<file path="src/rtl/fpc_dec_top.sv">
// -----------------------------------------------------------------------------
// fpc_dec_top
//
// Receive-side forbidden-pattern-free (FPC) decoder. One 40-bit coded word
// per transfer is split into eight 5-bit lanes. Each lane decodes back to a
// 4-bit nibble. Lanes holding a pattern outside the 16-entry codebook decode
// to 0 and raise their lane_err bit. A saturating 16-bit counter tallies
// illegal lanes for link monitoring.
//
// Two-stage pipeline with valid/ready on both sides:
//   stage 1 : raw coded word register
//   stage 2 : decoded word / lane error register (drives the outputs)
//
// Ports
//   clk        rising-edge clock
//   rst        asynchronous reset, active-low
//   in_valid   data_in holds a coded word
//   in_ready   stage 1 can accept this cycle
//   data_in    coded word, lane k = data_in[5k+4:5k]
//   out_valid  data_out / lane_err hold a decoded word
//   out_ready  consumer accepts this cycle
//   data_out   decoded word, nibble k = data_out[4k+3:4k]
//   lane_err   bit k set when lane k of the word was illegal
//   err_cnt    saturating count of illegal lanes
//   err_clr    synchronous clear of err_cnt (wins over an increment)
// -----------------------------------------------------------------------------
module fpc_dec_top (
    input  logic        clk,
    input  logic        rst,
    input  logic        in_valid,
    output logic        in_ready,
    input  logic [39:0] data_in,
    output logic        out_valid,
    input  logic        out_ready,
    output logic [31:0] data_out,
    output logic [7:0]  lane_err,
    output logic [15:0] err_cnt,
    input  logic        err_clr
);

    localparam int LANES  = 8;
    localparam int CW_W   = 5;
    localparam int NIB_W  = 4;
    localparam int DATA_W = LANES * CW_W;
    localparam int OUT_W  = LANES * NIB_W;
    localparam int CNT_W  = 16;

    // Returns {illegal, nibble}. The nibble is the codeword's rank among the
    // legal patterns in ascending binary order.
    function automatic logic [4:0] decode_lane(input logic [CW_W-1:0] cw);
        logic [4:0] r;
        case (cw)
            5'b00000: r = 5'h00;
            5'b00001: r = 5'h01;
            5'b00011: r = 5'h02;
            5'b00110: r = 5'h03;
            5'b00111: r = 5'h04;
            5'b01100: r = 5'h05;
            5'b01110: r = 5'h06;
            5'b01111: r = 5'h07;
            5'b10000: r = 5'h08;
            5'b10001: r = 5'h09;
            5'b10011: r = 5'h0A;
            5'b11000: r = 5'h0B;
            5'b11001: r = 5'h0C;
            5'b11100: r = 5'h0D;
            5'b11110: r = 5'h0E;
            5'b11111: r = 5'h0F;
            default:  r = 5'h10;
        endcase
        return r;
    endfunction

    function automatic logic [3:0] popcount8(input logic [LANES-1:0] v);
        logic [3:0] c;
        c = 4'd0;
        for (int i = 0; i < LANES; i++) begin
            c = c + {3'd0, v[i]};
        end
        return c;
    endfunction

    // Saturates at all-ones instead of wrapping.
    function automatic logic [CNT_W-1:0] sat_add(input logic [CNT_W-1:0] a,
                                                 input logic [3:0]       n);
        logic [CNT_W:0] sum;
        sum = {1'b0, a} + {{(CNT_W-3){1'b0}}, n};
        return sum[CNT_W] ? {CNT_W{1'b1}} : sum[CNT_W-1:0];
    endfunction

    logic [DATA_W-1:0] data_p1;
    logic              vld_p1;
    logic [OUT_W-1:0]  data_p2;
    logic [LANES-1:0]  err_p2;
    logic              vld_p2;
    logic [CNT_W-1:0]  cnt_p2;

    logic [OUT_W-1:0]  dec_data;
    logic [LANES-1:0]  dec_err;
    logic [4:0]        lane_dec;
    logic              s1_load;
    logic              s2_load;

    // Stage 2 frees up either when empty or when its word leaves this cycle,
    // so stage 1 can hand over and refill on the same edge.
    assign s2_load  = vld_p1 && (!vld_p2 || out_ready);
    assign in_ready = !vld_p1 || s2_load;
    assign s1_load  = in_valid && in_ready;

    // ---- stage 1: raw coded word ----
    always_ff @(posedge clk or negedge rst) begin
        if (!rst) begin
            vld_p1  <= 1'b0;
            data_p1 <= '0;
        end else begin
            if (s1_load) begin
                data_p1 <= data_in;
                vld_p1  <= 1'b1;
            end else if (s2_load) begin
                vld_p1  <= 1'b0;
            end
        end
    end

    // ---- stage 1 -> stage 2: combinational lane decode ----
    always_comb begin
        dec_data = '0;
        dec_err  = '0;
        lane_dec = '0;
        for (int k = 0; k < LANES; k++) begin
            lane_dec                   = decode_lane(data_p1[CW_W*k +: CW_W]);
            dec_data[NIB_W*k +: NIB_W] = lane_dec[3:0];
            dec_err[k]                 = lane_dec[4];
        end
    end

    // ---- stage 2: decoded word, lane errors, error counter ----
    always_ff @(posedge clk or negedge rst) begin
        if (!rst) begin
            vld_p2  <= 1'b0;
            data_p2 <= '0;
            err_p2  <= '0;
        end else begin
            if (s2_load) begin
                data_p2 <= dec_data;
                err_p2  <= dec_err;
                vld_p2  <= 1'b1;
            end else if (out_ready) begin
                vld_p2  <= 1'b0;
            end
        end
    end

    always_ff @(posedge clk or negedge rst) begin
        if (!rst) begin
            cnt_p2 <= '0;
        end else begin
            if (err_clr) begin
                cnt_p2 <= '0;
            end else if (s2_load) begin
                cnt_p2 <= sat_add(cnt_p2, popcount8(dec_err));
            end
        end
    end

    assign out_valid = vld_p2;
    assign data_out  = data_p2;
    assign lane_err  = err_p2;
    assign err_cnt   = cnt_p2;

endmodule

</file>
<file path="config.mk">
export PLATFORM = sky130hd
export DESIGN_NAME = fpc_dec_top
export DESIGN_NICKNAME = d
export VERILOG_FILES = /design/src/rtl/fpc_dec_top.sv
export SDC_FILE = /design/constraint.sdc
export NUM_CORES = 1
export LEC_CHECK = 0
export BUFFER_PORTS_ARGS = -buffer_cell sky130_fd_sc_hd__buf_2
export CELL_PAD_IN_SITES_DETAIL_PLACEMENT = 0
export CELL_PAD_IN_SITES_GLOBAL_PLACEMENT = 1
export CORE_MARGIN = 2
export CORE_UTILIZATION = 25
export DETAILED_ROUTE_END_ITERATION = 10
export PLACE_DENSITY_LB_ADDON = 0.1
export SYNTH_ARGS = -nofsm -noshare
export SYNTH_HDL_FRONTEND = slang
export SYNTH_SLANG_ARGS = --single-unit
</file>
<file path="constraint.sdc">
create_clock -name clk -period 5.4 [get_ports clk]
set_input_delay 0.54 -clock clk [delete_from_list [all_inputs] [get_ports clk]]
set_output_delay 0.54 -clock clk [all_outputs]
set_load 0.05 [all_outputs]
</file>
==> impl_metrics.json <==
{
  "synth_nets": 743,
  "path_max_fanout": 11,
  "route.antenna.remaining_nets": 0,
  "setup_slack_ns": 0.472,
  "ys_warn_count": 0,
  "fin_crit_ns": 4.93,
  "place_ws_ns": 0.435,
  "clk_latency_ns": 0.35,
  "cp.arrival_ns": 5.12,
  "grt_pass1_vias": 4847,
  "drv_cap": 0,
  "combPwrFrac_pct": 44.6,
  "core_mm2": 0.0243,
  "dieArea_mm2": 0.0260,
  "relSlewSlack_pct": 46.4,
  "r2r_start": "data_p1[11]",
  "io_pins": 103,
  "p_switching_mw": 1.35,
  "rsz0062_at_grt": "no",
  "start_util_pct": 25.4,
  "final_cell_mix": "buf_2 (101), dfrtp_1 (98), nand2_1 (80)",
  "clkSlewWorstSetupHoldPaths_ns": 0.08,
  "syn_area_mm2": 0.00618,
  "place_congestion": 0.753,
  "grt-ovfl-total": 0,
  "fmax_mhz": 203,
  "p_int_mw": 1.66,
  "ff2ff_setup_slack_ns": 0.47,
  "post_drt_wl_per_cell_um": 15.2,
  "hold_viol": 0,
  "first_pass_iters": 4,
  "hpwl_um": 11500,
  "nets": 820,
  "grt_pass1_wl_um": 26000,
  "required_ns": 5.59,
  "hold_buffers": 0,
  "holdWs_ns": 0.192,
  "layout-drive-gt1-share_pct": 26.5,
  "synth-main-ff-cell": "dfrtp_1",
  "ys_ff_latch": 98,
  "cts_tree": "done",
  "routed_via_density": 4.58,
  "synth_edf_count": 0,
  "cts.sinks": 98,
  "finalCritPeriodShare_pct": 91.3,
  "antenna_found_initial": 0,
  "setup_viol": 0,
  "fin_skew_ns": 0.0107,
  "r2r_end": "err_cnt[9]",
  "p_leak_nw": 3.34,
  "htreeDepth": 3,
  "drtIter0Drc": 145,
  "ir_worst_vdd_uv": 177,
  "cts_inserted_buffers": 9,
  "power_frac_seq_pct": 34.9,
  "grt_usage_pct": 12.6,
  "endpoint_kind": "flop",
  "vias": 4772,
  "postSynth.asyncResetShare_pct": 100,
  "final_common_cell": "buf_2",
  "p_clk_share_pct": 20.5,
  "synth_cells": 635,
  "cts.path.max_buffers": 2,
  "critPathLaunchType": "flop",
  "worst_pin_slew_ns": 0.803,
  "fin_tns_setup_ns": 0,
  "r2r_cells": 19,
  "cts_resized": 0,
  "drc_errors": 0,
  "p_per_area_mw_per_mm2": 415,
  "rows": 57,
  "hp-class": "in -> async",
  "switching_share_pct": 44.8,
  "synth_cell_types": 52,
  "io_buffers": 102,
  "die_w_um": 161,
  "clock-root-buffer": "clkbuf_16",
  "yosysSeqAreaShare_pct": 39.7,
  "path_class": "reg -> reg",
  "worstSetupEndpoint": "err_cnt[9]",
  "grt_max_degree": 56,
  "dieHeight_um": 161,
  "finalWirelength_um": 15800,
  "avgSynthCellArea_um2": 9.73,
  "post_cts_buffers": 0,
  "slew_viol_final": 0,
  "setup.worst_path.start": "data_p1[11]",
  "status": "finished clean",
  "area.growth.synth_to_final_pct": 17.0,
  "antenna_cells": 0
}
[power by group through the flow]
| stage | registers [mW] | clock network, mW | logic, mW |
|---|---|---|---|
| finish | 1.05 | 0.616 | 1.34 |
| global route | 1.08 | 0.672 | 1.50 |
| CTS | 1.05 | 0.645 | 1.36 |
| detailed placement | 1.07 | 0 | 1.36 |
| global placement | 1.06 | 0 | 1.36 |
| floorplan | 1.32 | 0 | 0.755 |
[worst max-delay path, stage by stage, from the launching register on]
cell and delay, ns:
dfrtp_1 0.43, inv_1 0.09, ha_1 0.24, inv_1 0.09, ha_1 0.14, inv_1 0.04
a21oi_1 0.11, o21ai_0 0.11, and2_1 0.21, fa_1 0.49, fa_1 0.52, inv_1 0.05
fa_1 0.49, inv_1 0.05, fa_1 0.44, fa_1 0.42, nand3_1 0.23, nand2_1 0.16
nand2_2 0.31, a311oi_2 0.15
[cell usage after synthesis (2+ instances only)]
cell type  instances  share of area (%)
a22o_1             2               0.28
o22ai_1            4               0.41
nand3_1            8               0.65
o21ai_0           64                5.2
buf_4              2               0.24
nand2_1           82                5.0
o2bb2ai_1          8                1.1
a31o_2             5               0.71
and2_1            10                1.0
mux2_2            47                8.6
mux2i_1           13                2.1
nor4b_1            6               0.85
and3_1             3               0.30
a221oi_1           2               0.28
fa_1               5                1.6
a211oi_1           9                1.1
o211ai_1          16                1.9
nor2b_1            4               0.41
nor4_1             2               0.20
a221oi_2           2               0.49
buf_2              6               0.49
nor3_1             4               0.32
a311oi_2           5                1.2
inv_1             47                2.9
clkbuf_1          30                1.8
a31oi_1            8               0.81
dfrtp_1           98                 40
and2_0             4               0.41
a21oi_1           27                2.2
nand2b_1           8               0.81
a311oi_1           4               0.57
a21o_1             3               0.36
nor2_1            20                1.2
nand3b_1           2               0.24
ha_1              58                 12
[through the flow]
| stage | total power [mW] | instances | utilization [%] | instance area, um^2 |
|---|---|---|---|---|
| after floorplan | 2.07 | 635 | - | 6180 |
| after global placement | 2.42 | 1025 | 28.6 | 6960 |
| after detailed placement | 2.42 | 1025 | 28.6 | 6960 |
| after CTS | 3.06 | 1041 | 29.7 | 7230 |
| after global routing | 3.25 | 1041 | 29.7 | 7230 |
| final | 3.00 | 1041 | 29.7 | 7230 |
[layer usage]
metal	share of wire (%)	GRT usage, %
met3	4.3	2.98
met1	49	17.3
met4	0.66	2.68
met5	0	0
met2	46	20.3
[worst min-delay path by stage]
stage	start	to	slack (ns)	cells past startpoint
after floorplan	rst	data_out[0]	0.24	0
after global placement	data_out[6]	data_out[6]	0.46	2
after detailed placement	data_out[1]	data_out[1]	0.46	1
after CTS	rst	data_p1[5]	0.22	1
after global routing	rst	data_p1[6]	0.24	1
final	rst	data_p1[5]	0.19	1
[flip-flops by register name, indices dropped and copies added, names as in the netlist]
register,cells
data_p1,40
vld_p1,1
out_valid,1
lane_err,8
err_cnt,16
data_out,32
[cell type report]
type	instances	area, um^2
clock buffers	10	229
clock inverters	6	42.5
fillers	2574	17100
inverters	47	176
multi-input cells	450	3380
flip-flops and latches	98	2450
well taps	324	405
repair buffers	106	543
[kinds of logic after synthesis]
group / count (synthesis) / share of synthesized area, %
adder cells (fa/ha/maj): 63 / 13.4
AND/OR/NAND/NOR: 159 / 12.6
buffers and inverters: 87 / 5.71
AO/OA/AOI/OAI: 166 / 17.7
flip-flops: 98 / 39.7
multiplexers: 60 / 10.7
XOR/XNOR: 2 / 0.284
No activity file was read; power rests on OpenSTA's default activity.
